## src/rtl/ugt_window_peak8.sv

```systemverilog
// Streaming windowed peak detector: tracks the unsigned maximum of each window of
// samples and hands out peak value, peak position and sample count on a valid/ready port.
module ugt_window_peak8 #(
  parameter int WIDTH     = 8,
  parameter int WINDOW    = 16,
  parameter int IDX_WIDTH = $clog2(WINDOW)
) (
  input  logic                 CLK,
  input  logic                 RESET,
  input  logic [WIDTH-1:0]     I,
  input  logic                 I_valid,
  output logic                 I_ready,
  input  logic                 FLUSH,
  output logic [WIDTH-1:0]     O,
  output logic [IDX_WIDTH-1:0] O_index,
  output logic [IDX_WIDTH:0]   O_count,
  output logic                 O_valid,
  input  logic                 O_ready
);

  typedef enum logic {
    ACCUM = 1'b0,
    EMIT  = 1'b1
  } state_t;

  localparam logic [IDX_WIDTH-1:0] LAST_POS = IDX_WIDTH'(WINDOW - 1);

  state_t               state_q, state_d;
  logic [IDX_WIDTH-1:0] count_q, count_d;
  logic [WIDTH-1:0]     max_q, max_d;
  logic [IDX_WIDTH-1:0] idx_q, idx_d;
  logic [WIDTH-1:0]     peak_q, peak_d;
  logic [IDX_WIDTH-1:0] peakIdx_q, peakIdx_d;
  logic [IDX_WIDTH:0]   peakCnt_q, peakCnt_d;

  logic accept;
  logic isGreater;
  logic closeWin;

  assign I_ready = (state_q == ACCUM);
  assign O_valid = (state_q == EMIT);
  assign O       = peak_q;
  assign O_index = peakIdx_q;
  assign O_count = peakCnt_q;

  assign accept    = I_valid & I_ready;
  // Strict unsigned greater-than so that ties keep the earliest position.
  assign isGreater = (I > max_q);
  assign closeWin  = (state_q == ACCUM) &&
                     ((accept && (count_q == LAST_POS)) ||
                      (FLUSH && ((count_q != '0) || accept)));

  always_comb begin
    state_d   = state_q;
    count_d   = count_q;
    max_d     = max_q;
    idx_d     = idx_q;
    peak_d    = peak_q;
    peakIdx_d = peakIdx_q;
    peakCnt_d = peakCnt_q;

    if (state_q == ACCUM) begin
      if (accept) begin
        if (count_q == '0) begin
          max_d = I;
          idx_d = '0;
        end else if (isGreater) begin
          max_d = I;
          idx_d = count_q;
        end
        count_d = count_q + 1'b1;
      end
      // The closing sample is folded in via max_d/idx_d before the result is captured.
      if (closeWin) begin
        peak_d    = max_d;
        peakIdx_d = idx_d;
        peakCnt_d = (IDX_WIDTH+1)'(count_q) + (IDX_WIDTH+1)'(accept);
        count_d   = '0;
        state_d   = EMIT;
      end
    end else begin
      if (O_ready) begin
        state_d = ACCUM;
      end
    end
  end

  always_ff @(posedge CLK) begin
    if (RESET) begin
      state_q   <= ACCUM;
      count_q   <= '0;
      max_q     <= '0;
      idx_q     <= '0;
      peak_q    <= '0;
      peakIdx_q <= '0;
      peakCnt_q <= '0;
    end else begin
      state_q   <= state_d;
      count_q   <= count_d;
      max_q     <= max_d;
      idx_q     <= idx_d;
      peak_q    <= peak_d;
      peakIdx_q <= peakIdx_d;
      peakCnt_q <= peakCnt_d;
    end
  end

endmodule

```

## config.mk

```make
export PLATFORM = sky130hd
export DESIGN_NAME = ugt_window_peak8
export DESIGN_NICKNAME = d
export VERILOG_FILES = /design/src/rtl/ugt_window_peak8.sv
export SDC_FILE = /design/constraint.sdc
export NUM_CORES = 1
export LEC_CHECK = 0
export ABC_AREA = 0
export ABC_CLOCK_PERIOD_IN_PS = 1740
export CAP_MARGIN = 20
export CORE_MARGIN = 10
export CORE_UTILIZATION = 45
export DETAILED_ROUTE_END_ITERATION = 8
export PLACE_DENSITY = 0.78
export SLEW_MARGIN = 20
export SYNTH_ARGS = -nofsm -noshare
export SYNTH_HDL_FRONTEND = slang
export SYNTH_SLANG_ARGS = --single-unit
```

## constraint.sdc

```tcl
create_clock -name CLK -period 1.74 [get_ports CLK]
set_input_delay 0.261 -clock CLK [delete_from_list [all_inputs] [get_ports CLK]]
set_output_delay 0.261 -clock CLK [all_outputs]
set_load 0.005 [all_outputs]
```

Word level (Yosys, flattened, before mapping)
Cells that the tools add are included.
{"block": "word_totals", "reg_bits": 34, "latchBits": 0, "ram_bits": 0, "mem_bits_ro": 0, "inputBits": 13, "out_inout_bits": 19, "n_memories": 0}
{"block": "classes", "n_addsub": 2, "mul": 0, "n_div": 0, "magnitude_cmp": 1, "n_eq_ne": 1, "n_shift": 0, "mux": 11, "bitwise_logic": 2, "n_reduce_logical": 10}
{"op": "8-bit 2-to-1 mux", "n": 3}
{"op": "4-bit 2-to-1 mux", "n": 5}
{"op": "8-bit greater-than comparator", "n": 1}
{"op": "4-bit by 1-bit adder with 5-bit output", "n": 1}
{"op": "4-bit by 1-bit adder with 4-bit output, second input constant", "n": 1}
{"op": "4-bit == test, second input constant", "n": 1}
{"op": "4-bit zero test", "n": 1}
{"op": "2-bit AND reduction", "n": 2}
{"op": "4-bit nonzero test", "n": 1}
{"op": "1-bit logical AND", "n": 3}
{"op": "1-bit 2-to-1 mux", "n": 3}
{"op": "1-bit logical OR", "n": 2}
{"op": "2-bit nonzero test", "n": 1}
{"op": "1-bit AND", "n": 1}
{"op": "1-bit NOT", "n": 1}

Depth between registers and ports, before layout
{"block": "logic_depth", "ltp_word": 8, "depth_mapped": 9, "ltp_nobuf": 8}

Least setup slack after synthesis
No wires, ideal clock.
{"block": "synth_timing", "path_kind": "register to register", "start": "register max_q[1]", "end": "register peak_q[1], in the netlist O[1]", "arrival_ns": 1.762, "setup_slack_ns": -0.143, "stages_incl_launch_ff": 10, "period_less_slack_ns": 1.883, "path_cell_list": "dfxtp_1 inv_1 ha_1 nor2b_1 o211ai_1 a21oi_1 o31a_4 buf_6 mux2i_1 a21oi_1"}
{"block": "synth_between", "elab_chain_cells": 4}
{"element": "start: declaration", "line": "30", "rtl": "logic [WIDTH-1:0] max_q, max_d;"}
{"element": "start signal: assignment", "line": "100", "rtl": "max_q <= max_d;"}
{"element": "8-bit greater-than comparator", "line": "48", "rtl": "assign isGreater = (I > max_q);"}
{"element": "8-bit 2-to-1 mux", "line": "67", "rtl": "end else if (isGreater) begin"}
{"element": "8-bit 2-to-1 mux", "line": "64", "rtl": "if (count_q == '0) begin"}
{"element": "8-bit 2-to-1 mux (*)", "line": "63", "rtl": "if (accept) begin"}
{"element": "end signal: assignment", "line": "102", "rtl": "peak_q <= peak_d;"}
{"element": "end: declaration", "line": "32", "rtl": "logic [WIDTH-1:0] peak_q, peak_d;"}
Mark *: on every way between the ends. The rest lies on a longest branch, timed or not.
A chain may end at the register's enable or synchronous reset.

Worst setup path after layout
{"block": "layout_timing", "start": "register max_q[3]", "end": "register peak_q[4], in the netlist O[4]"}
{"block": "layout_between", "elab_chain_cells": 4}
{"element": "8-bit greater-than comparator", "line": "48"}
{"element": "8-bit 2-to-1 mux", "line": "67"}
{"element": "8-bit 2-to-1 mux", "line": "64"}
{"element": "8-bit 2-to-1 mux", "line": "63"}
No other way between the ends.

==> key figures <==
Placement
  • Gpl congestion: 0.785
  • Area after DPL: 2160 um^2
  • Port Buf Inserts: 31
  • Worst slack, placed: -0.538 ns
  • Inst Count DP: 265
  • DP Wirelength: 2860 um

Floorplanning
  • Die height: 80.4 um
  • Ports: 32
  • Chip Width: 80.4 um
  • Core area: 3420 um^2
  • Die area: 6460 um^2
  • Num rows: 21
  • Starting Density: 0.480

CTS
  • H-tree levels: 2
  • Hold_buf cts: 0
  • Clk_lat worst skew: 0.34 ns
  • Clock root buffer: clkbuf_4
  • Num CTS Buffers: 5
  • Register clock-pin slew on the reported worst setup and hold paths: 0.10 ns
  • CTS tree: yes
  • Clock Sinks: 34
  • CTS Buffer Depth: 2

Global routing
  • Global-route wire length before repair: 6820 um
  • Gr usage total: 0.133
  • Grt total ovfl: 0
  • Largest net degree at the start of global routing: 17
  • Vias in the first global route: 1486
  • Initial antenna violation count: 0

Finish
  • N_diodes: 0
  • Area Growth Syn to Fin: 51.6%
  • Fin nets: 256
  • Fin area: 2490 um^2
  • Final cell count without fillers: 277
  • Fillers: 239
  • Seq. cell area: 688 um^2
  • Layout cells sized above 1: 0.355
  • Multi-input combinational cell area: 1080 um^2

Timing
  • Setup violations, final: 27
  • RSZ-0062 raised after global routing: true
  • Fin crit share: 1.16
  • Shortest period the worst path allows: 2.02 ns
  • Worst Clk Skew: 0.00865 ns
  • Final hold violations: 0
  • Fin. max-slew vios: 0
  • Max_slew headroom: 0.756
  • Max Clock Freq: 495 MHz
  • Worst-Margin Slew: 0.364 ns
  • Final worst slack: -0.279 ns

Critical path
  • CP top delay family: compound AO/OA/AOI/OAI gates
  • Reg2Reg Depth: 7
  • WS Path Type: reg -> reg
  • CP required: 1.98 ns
  • CP bufs+invs: 1
  • R2R Setup Slk: -0.28 ns
  • R2r startpoint: max_q[3]
  • Most frequent CP cell: a21oi_1
  • Worst path cell trace: inv_1 -> ha_1 -> a21oi_1 -> a21oi_4 -> o31a_4 -> mux2i_2 -> a21oi_1
  • Slowest CP cell: o31a_4
  • Critical path startpoint category: flop
  • Worst-path fanout max: 5
  • Worst stage delay on the critical path: 0.40 ns
  • Worst r2r dst: O[4]
  • Worst Setup End Kind: flop
  • Critical path arrival: 2.26 ns

Worst hold path
  • Worst hold start: I[7]
  • Hold crit path type: in -> reg
  • Worst Hold Depth: 3
  • Hold Path End: max_q[7]

Yosys
  • Avg Inst Size Synth: 9.43 um^2
  • Post-synth top cells: dfxtp_1, nor2_1, a21oi_1, inv_1
  • Most common cell in the netlist: dfxtp_1
  • Syn Inst Count: 174
  • Synth async-reset ratio: 0
  • Top cell type's share of synthesized area: 0.415
  • EDFF count, synth: 0
  • Ys flop type: dfxtp_1
  • Synth warn: 0
  • Post-synth cell types: 36
  • Synth area leaders: dfxtp_1, ha_1, mux2i_1
  • Syn_nets: 199
  • Sequential element share of the synthesized area: 0.415
  • Area leader, netlist: dfxtp_1
  • Cell Area, Synth: 1640 um^2
  • Synth Register Bits: 34

Drt
  • Via Count: 1451
  • Drt first pass iters: 6
  • Detail Route Antenna Nets: 0
  • DRT Wirelength: 4450 um
  • Drt drc: 0
  • WL/cell: 16.1 um
  • Initial DRC Count: 74
  • Drt via density: 5.24

Run
  • Max Cap Viol: 0

Status
  • Status: complete, but fails checks
  • Failing checks: negative setup slack

Pwr
  • Leakage: 0.923 nW
  • VDD IR max: 482 uV
  • Power per Cell Area: 712 nW/um^2
## registers in the layout, indices dropped and copies added, names as in the netlist
| name | flops |
|---|---|
| O | 8 |
| max_q | 8 |
| O_count | 5 |
| O_index | 4 |
| count_q | 4 |
| idx_q | 4 |
| O_valid | 1 |
## how the worst max path moves through the flow
stage,slack [ns],from,to,cells after the start
2_1_floorplan,-0.13,max_q[1],O[1],9
3_3_place_gp,-0.50,I[1],O[3],8
3_5_place_dp,-0.54,I[1],O[1],8
4_1_cts,-0.1,max_q[1],O[6],8
5_1_grt,-0.37,max_q[3],O[7],7
6_report,-0.28,max_q[3],O[4],7
## power breakdown
group	total, mW	internal (mW)	switching [mW]
Combinational	0.505	0.270	0.235
Sequential	0.851	0.823	0.0278
Clock	0.414	0.152	0.262
Total	1.77	1.25	0.525
## stage by stage
stage / utilization / power, mW / hold WS (ns) / TNS [ns]
2_1_floorplan: - / 1.07 / 0.428 / -1.41
3_3_place_gp: 0.634 / 1.24 / 0.452 / -12.62
3_5_place_dp: 0.634 / 1.25 / 0.451 / -13.51
4_1_cts: 0.684 / 1.71 / 0.387 / -1.64
5_1_grt: 0.728 / 1.86 / 0.397 / -7.77
6_report: 0.728 / 1.77 / 0.367 / -5.29
## cell usage in the layout, fill, tap and decap left out, types with 5 or more instances in the layout
cell / instances
xnor2_1: 5
mux2i_1: 7
buf_4: 21
ha_4: 5
nand2_1: 12
inv_1: 12
clkbuf_4: 5
o21ai_0: 7
nor2_1: 13
dfxtp_2: 6
clkdlybuf4s50_1: 29
dfxtp_1: 28
a21oi_1: 11
ha_1: 7
## area by class of cell
class / instances / area share
timing repair buffer: 58 / 0.226
inverter: 15 / 0.0226
multi-input combinational: 117 / 0.433
clock buffer: 7 / 0.0181
tap: 46 / 0.0231
sequential: 34 / 0.277
## per-layer routing
| layer | vias to the layer above | share of wire | track usage |
|---|---|---|---|
| met2 | 36 | 0.51 | 0.209 |
| met1 | 695 | 0.43 | 0.156 |
| met3 | 8 | 0.045 | 0.0501 |
| met4 | 0 | 0.018 | 0.0599 |
| met5 | - | 0 | 0 |
| li1 | 712 | - | - |
## cells by family after synthesis
kind of cell,Yosys count,synth area share
AND/OR/NAND/NOR,46,0.142
multiplexers,10,0.0610
AO/OA/AOI/OAI,43,0.190
adder cells (fa/ha/maj),12,0.0915
XOR/XNOR,5,0.0267
buffers and inverters,24,0.0740
flip-flops,34,0.415
## tightest hold or removal path: cells and delay by family
family / cells / cell delay [ns]
multiplexers: 1 / 0.12
buffers and inverters: 1 / 0.18
AND/OR/NAND/NOR: 1 / 0.11
## repair_timing
action | in CTS | in global routing
setup buffers | 4 | 0
endpoints found under the hold margin | 0 | 0
endpoints found under the setup margin | 34 | 34
pin swaps | 11 | 20
gates resized for setup | 21 | 30
gates cloned | 1 | 0
(Power assumes the default switching activity.)
